[src/rtl/velocity_estimator_pkg.sv]
// rtl/velocity_estimator_pkg.sv - shared state encoding and constants for the velocity estimator
package velocity_estimator_pkg;

    typedef enum logic [1:0] {
        ST_IDLE  = 2'd0,
        ST_PRIME = 2'd1,
        ST_RUN   = 2'd2
    } ve_state_t;

    // Result FIFO depth and the smallest window the counter can honour.
    localparam int FIFO_DEPTH = 2;
    localparam int MIN_WINDOW = 2;

endpackage

[src/rtl/velocity_fifo.sv]
// rtl/velocity_fifo.sv - 2-entry first-word-fall-through result FIFO
//
// Ports:
//   SYS_aclk, SYS_aresetn  clock, asynchronous active-low reset
//   push, push_data        write request and data (ignored when full without pop)
//   pop                    read request (ignored when empty)
//   valid, head_data       non-empty flag and the entry at the head
//   full                   both entries occupied
module velocity_fifo
    import velocity_estimator_pkg::*;
#(
    parameter int DATA_WIDTH = 32
) (
    input  logic                  SYS_aclk,
    input  logic                  SYS_aresetn,
    input  logic                  push,
    input  logic [DATA_WIDTH-1:0] push_data,
    input  logic                  pop,
    output logic                  valid,
    output logic [DATA_WIDTH-1:0] head_data,
    output logic                  full
);

    logic [1:0]            count;
    logic [DATA_WIDTH-1:0] head;
    logic [DATA_WIDTH-1:0] tail;

    assign valid     = (count != 2'd0);
    assign full      = (count == 2'(FIFO_DEPTH));
    assign head_data = head;

    always_ff @(posedge SYS_aclk or negedge SYS_aresetn) begin
        if (!SYS_aresetn) begin
            count <= 2'd0;
            head  <= '0;
            tail  <= '0;
        end else begin
            case (count)
                2'd0: begin
                    if (push) begin
                        head  <= push_data;
                        count <= 2'd1;
                    end
                end
                2'd1: begin
                    if (push && pop) begin
                        head <= push_data;
                    end else if (push) begin
                        tail  <= push_data;
                        count <= 2'd2;
                    end else if (pop) begin
                        count <= 2'd0;
                    end
                end
                2'd2: begin
                    // Full: a push is only accepted if the head leaves this cycle.
                    if (pop) begin
                        head <= tail;
                        if (push) begin
                            tail <= push_data;
                        end else begin
                            count <= 2'd1;
                        end
                    end
                end
                default: count <= 2'd0;
            endcase
        end
    end

endmodule

[src/rtl/velocity_estimator.sv]
// rtl/velocity_estimator.sv - windowed fringe-position delta (velocity) estimator with AXIS output
//
// Ports:
//   SYS_aclk, SYS_aresetn            clock, asynchronous active-low reset
//   VE_enable                        run enable; low returns to IDLE
//   VE_window                        window length in cycles (0 and 1 act as 2)
//   VE_clear                         clears the sticky overrun flag
//   S_AXIS_tvalid/tdata/tready       position sample stream (always ready)
//   M_AXIS_tvalid/tdata/tready       signed delta result stream
//   VE_overrun                       sticky: a result was dropped on a full FIFO
module velocity_estimator
    import velocity_estimator_pkg::*;
#(
    parameter int AXIS_TDATA_WIDTH = 32,
    parameter int WINDOW_WIDTH     = 32
) (
    input  logic                        SYS_aclk,
    input  logic                        SYS_aresetn,
    input  logic                        VE_enable,
    input  logic [WINDOW_WIDTH-1:0]     VE_window,
    input  logic                        VE_clear,
    input  logic                        S_AXIS_tvalid,
    input  logic [AXIS_TDATA_WIDTH-1:0] S_AXIS_tdata,
    output logic                        S_AXIS_tready,
    output logic                        M_AXIS_tvalid,
    output logic [AXIS_TDATA_WIDTH-1:0] M_AXIS_tdata,
    input  logic                        M_AXIS_tready,
    output logic                        VE_overrun
);

    ve_state_t                   state;
    ve_state_t                   state_nxt;
    logic [WINDOW_WIDTH-1:0]     win_cnt;
    logic [WINDOW_WIDTH-1:0]     win_len;
    logic [WINDOW_WIDTH-1:0]     win_eff;
    logic [AXIS_TDATA_WIDTH-1:0] ref_pos;
    logic [AXIS_TDATA_WIDTH-1:0] last_pos;
    logic [AXIS_TDATA_WIDTH-1:0] end_pos;
    logic [AXIS_TDATA_WIDTH-1:0] delta;
    logic                        terminal;
    logic                        push;
    logic                        pop;
    logic                        fifo_full;
    logic                        drop;

    assign S_AXIS_tready = 1'b1;

    assign win_eff  = (VE_window < WINDOW_WIDTH'(MIN_WINDOW)) ? WINDOW_WIDTH'(MIN_WINDOW) : VE_window;
    assign terminal = (state == ST_RUN) && (win_cnt == win_len - WINDOW_WIDTH'(1));
    // A sample arriving in the terminal cycle belongs to the closing window.
    assign end_pos  = S_AXIS_tvalid ? S_AXIS_tdata : last_pos;
    assign delta    = end_pos - ref_pos;
    assign push     = terminal && VE_enable;
    assign pop      = M_AXIS_tvalid && M_AXIS_tready;
    assign drop     = push && fifo_full && !pop;

    always_ff @(posedge SYS_aclk or negedge SYS_aresetn) begin
        if (!SYS_aresetn) begin
            state <= ST_IDLE;
        end else begin
            state <= state_nxt;
        end
    end

    always_comb begin
        state_nxt = state;
        if (!VE_enable) begin
            state_nxt = ST_IDLE;
        end else begin
            case (state)
                ST_IDLE:  state_nxt = ST_PRIME;
                ST_PRIME: if (S_AXIS_tvalid) state_nxt = ST_RUN;
                ST_RUN:   state_nxt = ST_RUN;
                default:  state_nxt = ST_IDLE;
            endcase
        end
    end

    always_ff @(posedge SYS_aclk or negedge SYS_aresetn) begin
        if (!SYS_aresetn) begin
            win_cnt  <= '0;
            win_len  <= WINDOW_WIDTH'(MIN_WINDOW);
            ref_pos  <= '0;
            last_pos <= '0;
        end else if (!VE_enable) begin
            win_cnt <= '0;
        end else if (state == ST_PRIME && S_AXIS_tvalid) begin
            ref_pos  <= S_AXIS_tdata;
            last_pos <= S_AXIS_tdata;
            win_cnt  <= '0;
            win_len  <= win_eff;
        end else if (state == ST_RUN) begin
            if (terminal) begin
                ref_pos <= end_pos;
                win_cnt <= '0;
                win_len <= win_eff;
            end else begin
                win_cnt <= win_cnt + WINDOW_WIDTH'(1);
            end
            if (S_AXIS_tvalid) begin
                last_pos <= S_AXIS_tdata;
            end
        end
    end

    // A drop in the same cycle as a clear leaves the flag set.
    always_ff @(posedge SYS_aclk or negedge SYS_aresetn) begin
        if (!SYS_aresetn) begin
            VE_overrun <= 1'b0;
        end else if (drop) begin
            VE_overrun <= 1'b1;
        end else if (VE_clear) begin
            VE_overrun <= 1'b0;
        end
    end

    velocity_fifo #(
        .DATA_WIDTH(AXIS_TDATA_WIDTH)
    ) u_fifo (
        .SYS_aclk   (SYS_aclk),
        .SYS_aresetn(SYS_aresetn),
        .push       (push),
        .push_data  (delta),
        .pop        (pop),
        .valid      (M_AXIS_tvalid),
        .head_data  (M_AXIS_tdata),
        .full       (fifo_full)
    );

endmodule

[config.mk]
export PLATFORM = sky130hd
export DESIGN_NAME = velocity_estimator
export DESIGN_NICKNAME = d
export VERILOG_FILES = /design/src/rtl/velocity_estimator_pkg.sv /design/src/rtl/velocity_fifo.sv /design/src/rtl/velocity_estimator.sv
export SDC_FILE = /design/constraint.sdc
export NUM_CORES = 1
export LEC_CHECK = 0
export ABC_AREA = 1
export CORE_MARGIN = 3
export CORE_UTILIZATION = 47
export CTS_BUF_LIST = sky130_fd_sc_hd__clkbuf_8
export CTS_CLUSTER_DIAMETER = 60
export DETAILED_ROUTE_END_ITERATION = 10
export DONT_BUFFER_PORTS = 1
export GPL_TIMING_DRIVEN = 1
export PLACE_DENSITY_LB_ADDON = 0.2
export SYNTH_ARGS = -nofsm -noshare
export SYNTH_HDL_FRONTEND = slang
export SYNTH_SLANG_ARGS = --single-unit
[constraint.sdc]
create_clock -name SYS_aclk -period 2.5 [get_ports SYS_aclk]
set_input_delay 0.25 -clock SYS_aclk [delete_from_list [all_inputs] [get_ports SYS_aclk]]
set_output_delay 0.25 -clock SYS_aclk [all_outputs]
set_load 0.005 [all_outputs]
==> flow_summary.yaml, run 1 <==
run_status:
  outcome: "finished with violations"
  failed_checks: "negative hold slack, negative setup slack"
synth:
  synth_top_family_by_area: "simple AND/OR/NAND/NOR gates"
  async_flop_share: 1.00
  yosysWarnings: 0
  synth-compound-area-share: 0.101
  synth-seq-cells: 197
  syn_nets: 1932
  avgSynthCellArea_sq_um: 6.96
  yosysUniqueCellTypes: 44
  synth-simple-area-share: 0.337
  synth_edf_count: 0
  synthMuxAreaShare: 0.00158
  synthXorXnorAreaFrac: 0.0531
  synthAdderAreaFrac: 0.0370
  ys.flop_type: "dfrtp_1"
  seq_area_frac_synth: 0.388
  synthCells: 1825
  synthesis.area_sq_mm: 0.0127
sta:
  worstMarginPinSlew_ps: 570
  fin_tns_setup_ps: -39940
  clock_skew_ps: 16.3
  whs_ps: -558
  finalSetupViolCount: 162
  post-route-period-util: 1.16
  hold_viol: 197
  setup_ws_ps: -396
  max-slew-margin-rel: 0.616
  maxSlewViolCount: 0
  layout_min_cycle_time_ps: 2900
  fmax_ghz: 0.345
  grt_setup_unrepaired: "true"
clocking:
  cts.htree.levels: 4
  cts_max_path_buffers: 2
  clk_pin_slew_worst_paths_ps: 110
  cts-root-buf: "clkbuf_8"
  clk_latency_ps: 490
  cts_sinks: 197
  cts_tree: "built"
  cts_buffers: 17
die:
  fp.dieW_um: 170
  dieHeight_um: 170
  core_sq_mm: 0.0263
  start_util: 0.484
  dieArea_sq_mm: 0.0290
  ioPinCount: 105
  rows: 59
setup_path:
  path_max_fanout: 10
  path_cells: "inv_2 -> ha_4 -> nand2_4 -> nor2_4 -> buf_6 -> buf_4 -> nand4_1 -> nand2_1 -> a21oi_1 -> nand2_1 -> nor2_1 -> nand3_1 -> nor2_2 -> buf_6 -> inv_4 -> a21oi_4 -> buf_12 -> buf_12 -> clkbuf_16 -> nand2_1 -> o21ai_1"
  r2r-end: "ref_pos[25]$_DFFE_PN0P_"
  crit_type: "reg2reg"
  r2r_slack_ps: -400
  start_kind: "flip-flop"
  arrival_ps: 3310
  crit_top_cell: "nand2_1"
  end_kind: "flip-flop"
  cpPeakStageDelay_ps: 570
  r2r_cells: 21
  r2r_start: "win_len[1]$_DFFE_PN1P_"
  required_ps: 2910
  crit_slowest_cell: "dfstp_2"
detailed_routing:
  detail_route.first_pass.iterations: 5
  via_count: 12800
  ant_nets: 0
  drt_iter0_drc: 1096
  wl_per_cell_um: 16.3
  drc: 0
  viasPerCell: 5.28
  drt-total-wl_mm: 39.3
cells_and_area:
  nNetsFinal: 2174
  num_antenna_cells: 0
  area_delta_synth_final_pct: 30.4
  drive_above_1_share: 0.220
  final_cells: 2415
  final_area_sq_mm: 0.0166
place:
  place_area_sq_mm: 0.0146
  dpl.hpwl_mm: 27.5
  io_buffers: 0
  gp_congestion: 0.970
  placed_cells: 2314
global_routing:
  grt_usage: 0.255
  grt_first_pass_wirelength_mm: 59.7
  grt_pass1_vias: 11600
  grt_overflow: 0
  antenna_found_initial: 0
  grt_max_degree: 198
power:
  leakagePower_nw: 8.20
  total_power_mw: 17.6
  vdd_drop_max_v: 0.000482
  power_density_mw_per_mm2: 1060
worst_hold_path:
  hold_class: "in2async"
run:
  drv_cap: 0
cell type report:
class                      count  area (sq um)
inverter                     200           753
clock buffer                  19           262
multi-input combinational   1363          7350
timing repair buffer         288          2730
clock inverter                13           136
tap                          335           419
fill                        2352          9700
sequential                   197          4930
where the power goes:
group	switching [mW]	leakage [nW]	internal, mW	total, mW
clock network	1.24	0.205	0.875	2.11
registers	0.488	2.60	3.94	4.43
logic	6.29	5.40	4.74	11.0
total	8.01	8.20	9.56	17.6
cells in the mapped netlist (2+ instances only):
cell / instances / share of area
a21boi_0: 2 / 0.0012
a21o_1: 6 / 0.0035
a21oi_1: 35 / 0.014
a31oi_1: 7 / 0.0034
and2_1: 9 / 0.0044
buf_1: 3 / 0.00089
buf_2: 19 / 0.0075
buf_4: 5 / 0.0030
clkbuf_1: 37 / 0.011
clkinv_1: 2 / 0.00059
dfrtp_1: 196 / 0.39
ha_1: 36 / 0.035
inv_1: 192 / 0.057
inv_2: 6 / 0.0018
mux2i_1: 2 / 0.0016
nand2_1: 640 / 0.19
nand2_2: 2 / 0.00098
nand3_1: 108 / 0.043
nand3b_1: 7 / 0.0041
nand4_1: 57 / 0.028
nor2_1: 124 / 0.037
nor2_2: 7 / 0.0034
nor2_4: 3 / 0.0027
nor3_1: 30 / 0.012
nor4_1: 22 / 0.011
o211ai_1: 2 / 0.0012
o21ai_0: 134 / 0.053
o21ai_1: 6 / 0.0024
o21bai_1: 6 / 0.0035
o22ai_1: 31 / 0.015
xnor2_1: 16 / 0.011
xor2_1: 61 / 0.042
worst max-delay path: cells and delay by family, from the launching register on:
| kind | cells | cell delay, ps |
|---|---|---|
| fa+ha+maj | 1 | 160 |
| flops | 1 | 570 |
| simple gates | 9 | 740 |
| compound gates | 3 | 380 |
| buf+inv | 8 | 940 |
layer usage:
layer  wire length, um  vias up  part of all wire  global-route usage
li1                  -     6384                 -                   -
met3              2610       31             0.066              0.0455
met1             19800     5958              0.50               0.413
met4               498        0             0.013              0.0536
met5                 0        -                 0                   0
met2             16400      387              0.42               0.350
worst max path at each step:
stage / from / end / slack (ps)
floorplan: S_AXIS_tvalid / u_fifo.tail[28]$_DFFE_PN0P_ / -9
global placement: win_len[1]$_DFFE_PN1P_ / win_len[6]$_DFFE_PN0P_ / -380
detailed placement: win_len[1]$_DFFE_PN1P_ / ref_pos[9]$_DFFE_PN0P_ / -450
CTS: win_len[1]$_DFFE_PN1P_ / ref_pos[26]$_DFFE_PN0P_ / -300
global route: win_len[7]$_DFFE_PN0P_ / ref_pos[25]$_DFFE_PN0P_ / -540
finish: win_len[1]$_DFFE_PN1P_ / ref_pos[25]$_DFFE_PN0P_ / -400
timing repair:
action | 4_1_cts | 5_1_grt
gates resized for setup | 34 | 194
cloned | 1 | 17
setup endpoints to repair | 163 | 163
pin swaps | 5 | 14
buffers inserted | 3 | 12
hold buffers | 35 | 1
hold endpoints to repair | 266 | 198
layout by cell type, fill, tap and decap left out, types with 4 or more instances in the layout:
master | netlist | layout
a21o_1 | 6 | 6
a21oi_1 | 35 | 33
a31oi_1 | 7 | 7
and2_1 | 9 | 9
buf_12 | 0 | 15
buf_4 | 5 | 208
buf_6 | 1 | 15
clkbuf_16 | 0 | 12
clkbuf_8 | 0 | 19
clkinv_4 | 0 | 5
dfrtp_1 | 196 | 195
dlygate4sd3_1 | 0 | 35
ha_1 | 36 | 34
inv_1 | 192 | 188
inv_2 | 6 | 10
inv_6 | 0 | 4
nand2_1 | 640 | 555
nand2_2 | 2 | 68
nand2_4 | 0 | 19
nand3_1 | 108 | 97
nand3_2 | 1 | 11
nand3b_1 | 7 | 7
nand4_1 | 57 | 57
nor2_1 | 124 | 105
nor2_2 | 7 | 18
nor2_4 | 3 | 11
nor3_1 | 30 | 26
nor4_1 | 22 | 21
o21ai_0 | 134 | 95
o21ai_1 | 6 | 31
o21ai_2 | 0 | 13
o21bai_1 | 6 | 4
o22ai_1 | 31 | 31
xnor2_1 | 16 | 16
xor2_1 | 61 | 59
cell families (layout without fill, tap and decap cells):
group,count (synthesis),in the layout
and+or+nand+nor,1013,1013
buffers and inverters,265,520
AOI/OAI and AO/OA,233,233
DFF,197,197
xor gates and xnor gates,77,77
adders and majority gates,37,37
muxes,2,2
other,1,1
sequential cells by signal (all words and copies together), names as in the netlist:
name              cells
u_fifo.tail          32
VE_overrun            1
u_fifo.count          2
ref_pos              32
win_len              32
win_cnt              32
u_fifo.head_data     32
last_pos             32
state                 2
per-stage QoR:
stage / setup slack, ps / utilization
2_1_floorplan: -9.16 / -
3_3_place_gp: -383 / 0.557
3_5_place_dp: -450 / 0.557
4_1_cts: -295 / 0.590
5_1_grt: -536 / 0.631
6_report: -396 / 0.631
Note: power is estimated with default switching activity, not from simulation.
==> inputs of run 2 (changes only) <==
CORE_UTILIZATION = 50   (was 47)
SLEW_MARGIN = 20   (was unset)
==> run 2 against run 1 <==
Against the previous run:
- the flow still finishes with violations (negative hold slack, negative setup slack)
- worst setup slack worse by 93 ps
- die area shrank 5.8%
- count of clock-buffer cells in the layout down 2
- sequential cell count unchanged
- via count up 4.6%
- global-route usage is 3.3 points higher
- cell count shrank 0.37%
- critical path type unchanged
- critical endpoint is now ref_pos[24]$_DFFE_PN0P_
- largest power group unchanged
- highest routed layer unchanged
==> flow_summary.yaml, run 2 (same netlist as run 1, synthesis figures left out) <==
place:
  dpl.hpwl_mm: 27.2
  place_area_sq_mm: 0.0146
  placed_cells: 2298
  gp_congestion: 0.937
  io_buffers: 0
detailed_routing:
  ant_nets: 0
  wl_per_cell_um: 17.8
  via_count: 13400
  drt_iter0_drc: 1309
  drc: 0
  detail_route.first_pass.iterations: 5
  drt-total-wl_mm: 42.8
  viasPerCell: 5.55
worst_hold_path:
  hold_class: "in2async"
power:
  total_power_mw: 18.2
  leakagePower_nw: 8.28
  power_density_mw_per_mm2: 1090
  vdd_drop_max_v: 0.000556
cells_and_area:
  final_cells: 2406
  drive_above_1_share: 0.217
  final_common_cell: "nand2_1"
  num_antenna_cells: 0
  final_cell_mix: "588 x nand2_1, 211 x buf_4, 195 x dfrtp_1"
  final_area_sq_mm: 0.0168
  area_delta_synth_final_pct: 31.9
  nNetsFinal: 2176
  nFillCells: 2060
setup_path:
  r2r_cells: 22
  path_cells: "inv_2 -> ha_4 -> nand2_4 -> nor2_4 -> buf_4 -> nand2_1 -> nand2_1 -> nand2_1 -> nand2_2 -> nor2_4 -> nand3_2 -> nor2_2 -> nand2_1 -> nor2_2 -> buf_6 -> inv_4 -> a21oi_4 -> buf_12 -> buf_12 -> clkbuf_16 -> nand2_2 -> o21ai_1"
  required_ps: 2930
  worstSetupStartpoint: "win_len[1]$_DFFE_PN1P_"
  cpPeakStageDelay_ps: 560
  crit_top_cell: "nand2_1"
  start_kind: "flip-flop"
  crit_slowest_cell: "dfstp_2"
  path_max_fanout: 8
  crit_type: "reg2reg"
  end_kind: "flip-flop"
  arrival_ps: 3420
  r2r_start: "win_len[1]$_DFFE_PN1P_"
clocking:
  cts_buffers: 17
  cts-root-buf: "clkbuf_8"
  clk_latency_ps: 500
  cts.htree.levels: 4
  cts_max_path_buffers: 2
  cts_tree: "built"
  clk_pin_slew_worst_paths_ps: 120
  cts_sinks: 197
sta:
  worstMarginPinSlew_ps: 666
  fin_tns_setup_ps: -62530
  fmax_ghz: 0.335
  finalSetupViolCount: 163
  clock_skew_ps: 27.0
  post-route-period-util: 1.20
  setup_ws_ps: -489
  whs_ps: -557
  grt_setup_unrepaired: "true"
  hold_viol: 197
  layout_min_cycle_time_ps: 2990
  maxSlewViolCount: 0
  max-slew-margin-rel: 0.556
global_routing:
  grt_usage: 0.287
  grt_use_met1: 0.434
  grt_pass1_vias: 12000
  grt_max_degree: 198
  grt_use_met2: 0.423
  use_met3: 0.0666
  grt_first_pass_wirelength_mm: 62.2
  antenna_found_initial: 0
  grt_overflow: 0
  busiest_layer: "met1"
die:
  core_sq_mm: 0.0247
  dieArea_sq_mm: 0.0274
  start_util: 0.515
  ioPinCount: 105
  rows: 57
  fp.dieW_um: 165
  dieHeight_um: 165
run_status:
  failed_checks: "negative hold slack, negative setup slack"
  outcome: "finished with violations"
run:
  drv_cap: 0
-- run 2: cell types whose count changed in the layout (fill, tap and decap cells not counted), moves of 7 or more --
cell | before | now
nand2_2 | 68 | 42
o22ai_4 | 0 | 8
buf_16 | 0 | 7
nand2_4 | 19 | 12
o22ai_2 | 0 | 23
o22ai_1 | 31 | 0
nand2_1 | 555 | 588
-- run 2: path summary, 6_finish.rpt --
check                                                    to  slack [ps]
worst max register to register      ref_pos[24]$_DFFE_PN0P_        -490
worst max-delay path                ref_pos[24]$_DFFE_PN0P_        -490
worst min-delay path                win_len[24]$_DFFE_PN0P_        -560
min in group SYS_aclk              last_pos[15]$_DFFE_PN0P_          30
max in group asynchronous            win_len[1]$_DFFE_PN1P_        2700
worst min register to register  u_fifo.tail[12]$_DFFE_PN0P_         480
-- run 2: where the power goes --
part	switching (mW)	internal [mW]	leakage [nW]
registers	0.539	3.94	2.60
clock network	1.34	0.941	0.215
logic	6.55	4.90	5.47
total	8.42	9.79	8.28
-- run 2: layer usage --
layer  vias up  wire, um  part of all wire
li1       6406         -                 -
met5         -         0                 0
met2       639     18400              0.43
met1      6233     19800              0.46
met3        72      3900             0.091
met4         0       716             0.017
-- run 2: layout make-up --
class                   count  area [sq um]  share of cell area
multi-input cells        1363          7420               0.443
clock buffers              17           234              0.0140
flip-flops and latches    197          4930               0.294
repair buffers            290          2820               0.168
clock inverters            15           193              0.0115
well taps                 324           405              0.0242
inverters                 200           753              0.0449
-- run 2: metrics by stage --
step                setup slack [ps]  utilization
finish                          -489        0.679
CTS                             -327        0.644
floorplan                      -9.16            -
global route                    -604        0.679
detailed placement              -587        0.591
global placement                -475        0.591
-- run 2: timing repair --
item / in CTS / in global routing
resized for setup: 68 / 146
endpoints found under the hold margin: 264 / 200
endpoints found under the setup margin: 163 / 163
setup buffers: 13 / 6
pin swaps: 7 / 27
hold buffers: 33 / 3
cloned: 8 / 15
-- run 2: critical path: cells and delay by family, from the launching register on --
family	cells	cell delay (ps)
adder cells (fa/ha/maj)	1	160
buffers and inverters	7	890
AO/OA/AOI/OAI	2	220
flip-flops	1	560
AND/OR/NAND/NOR	12	1050
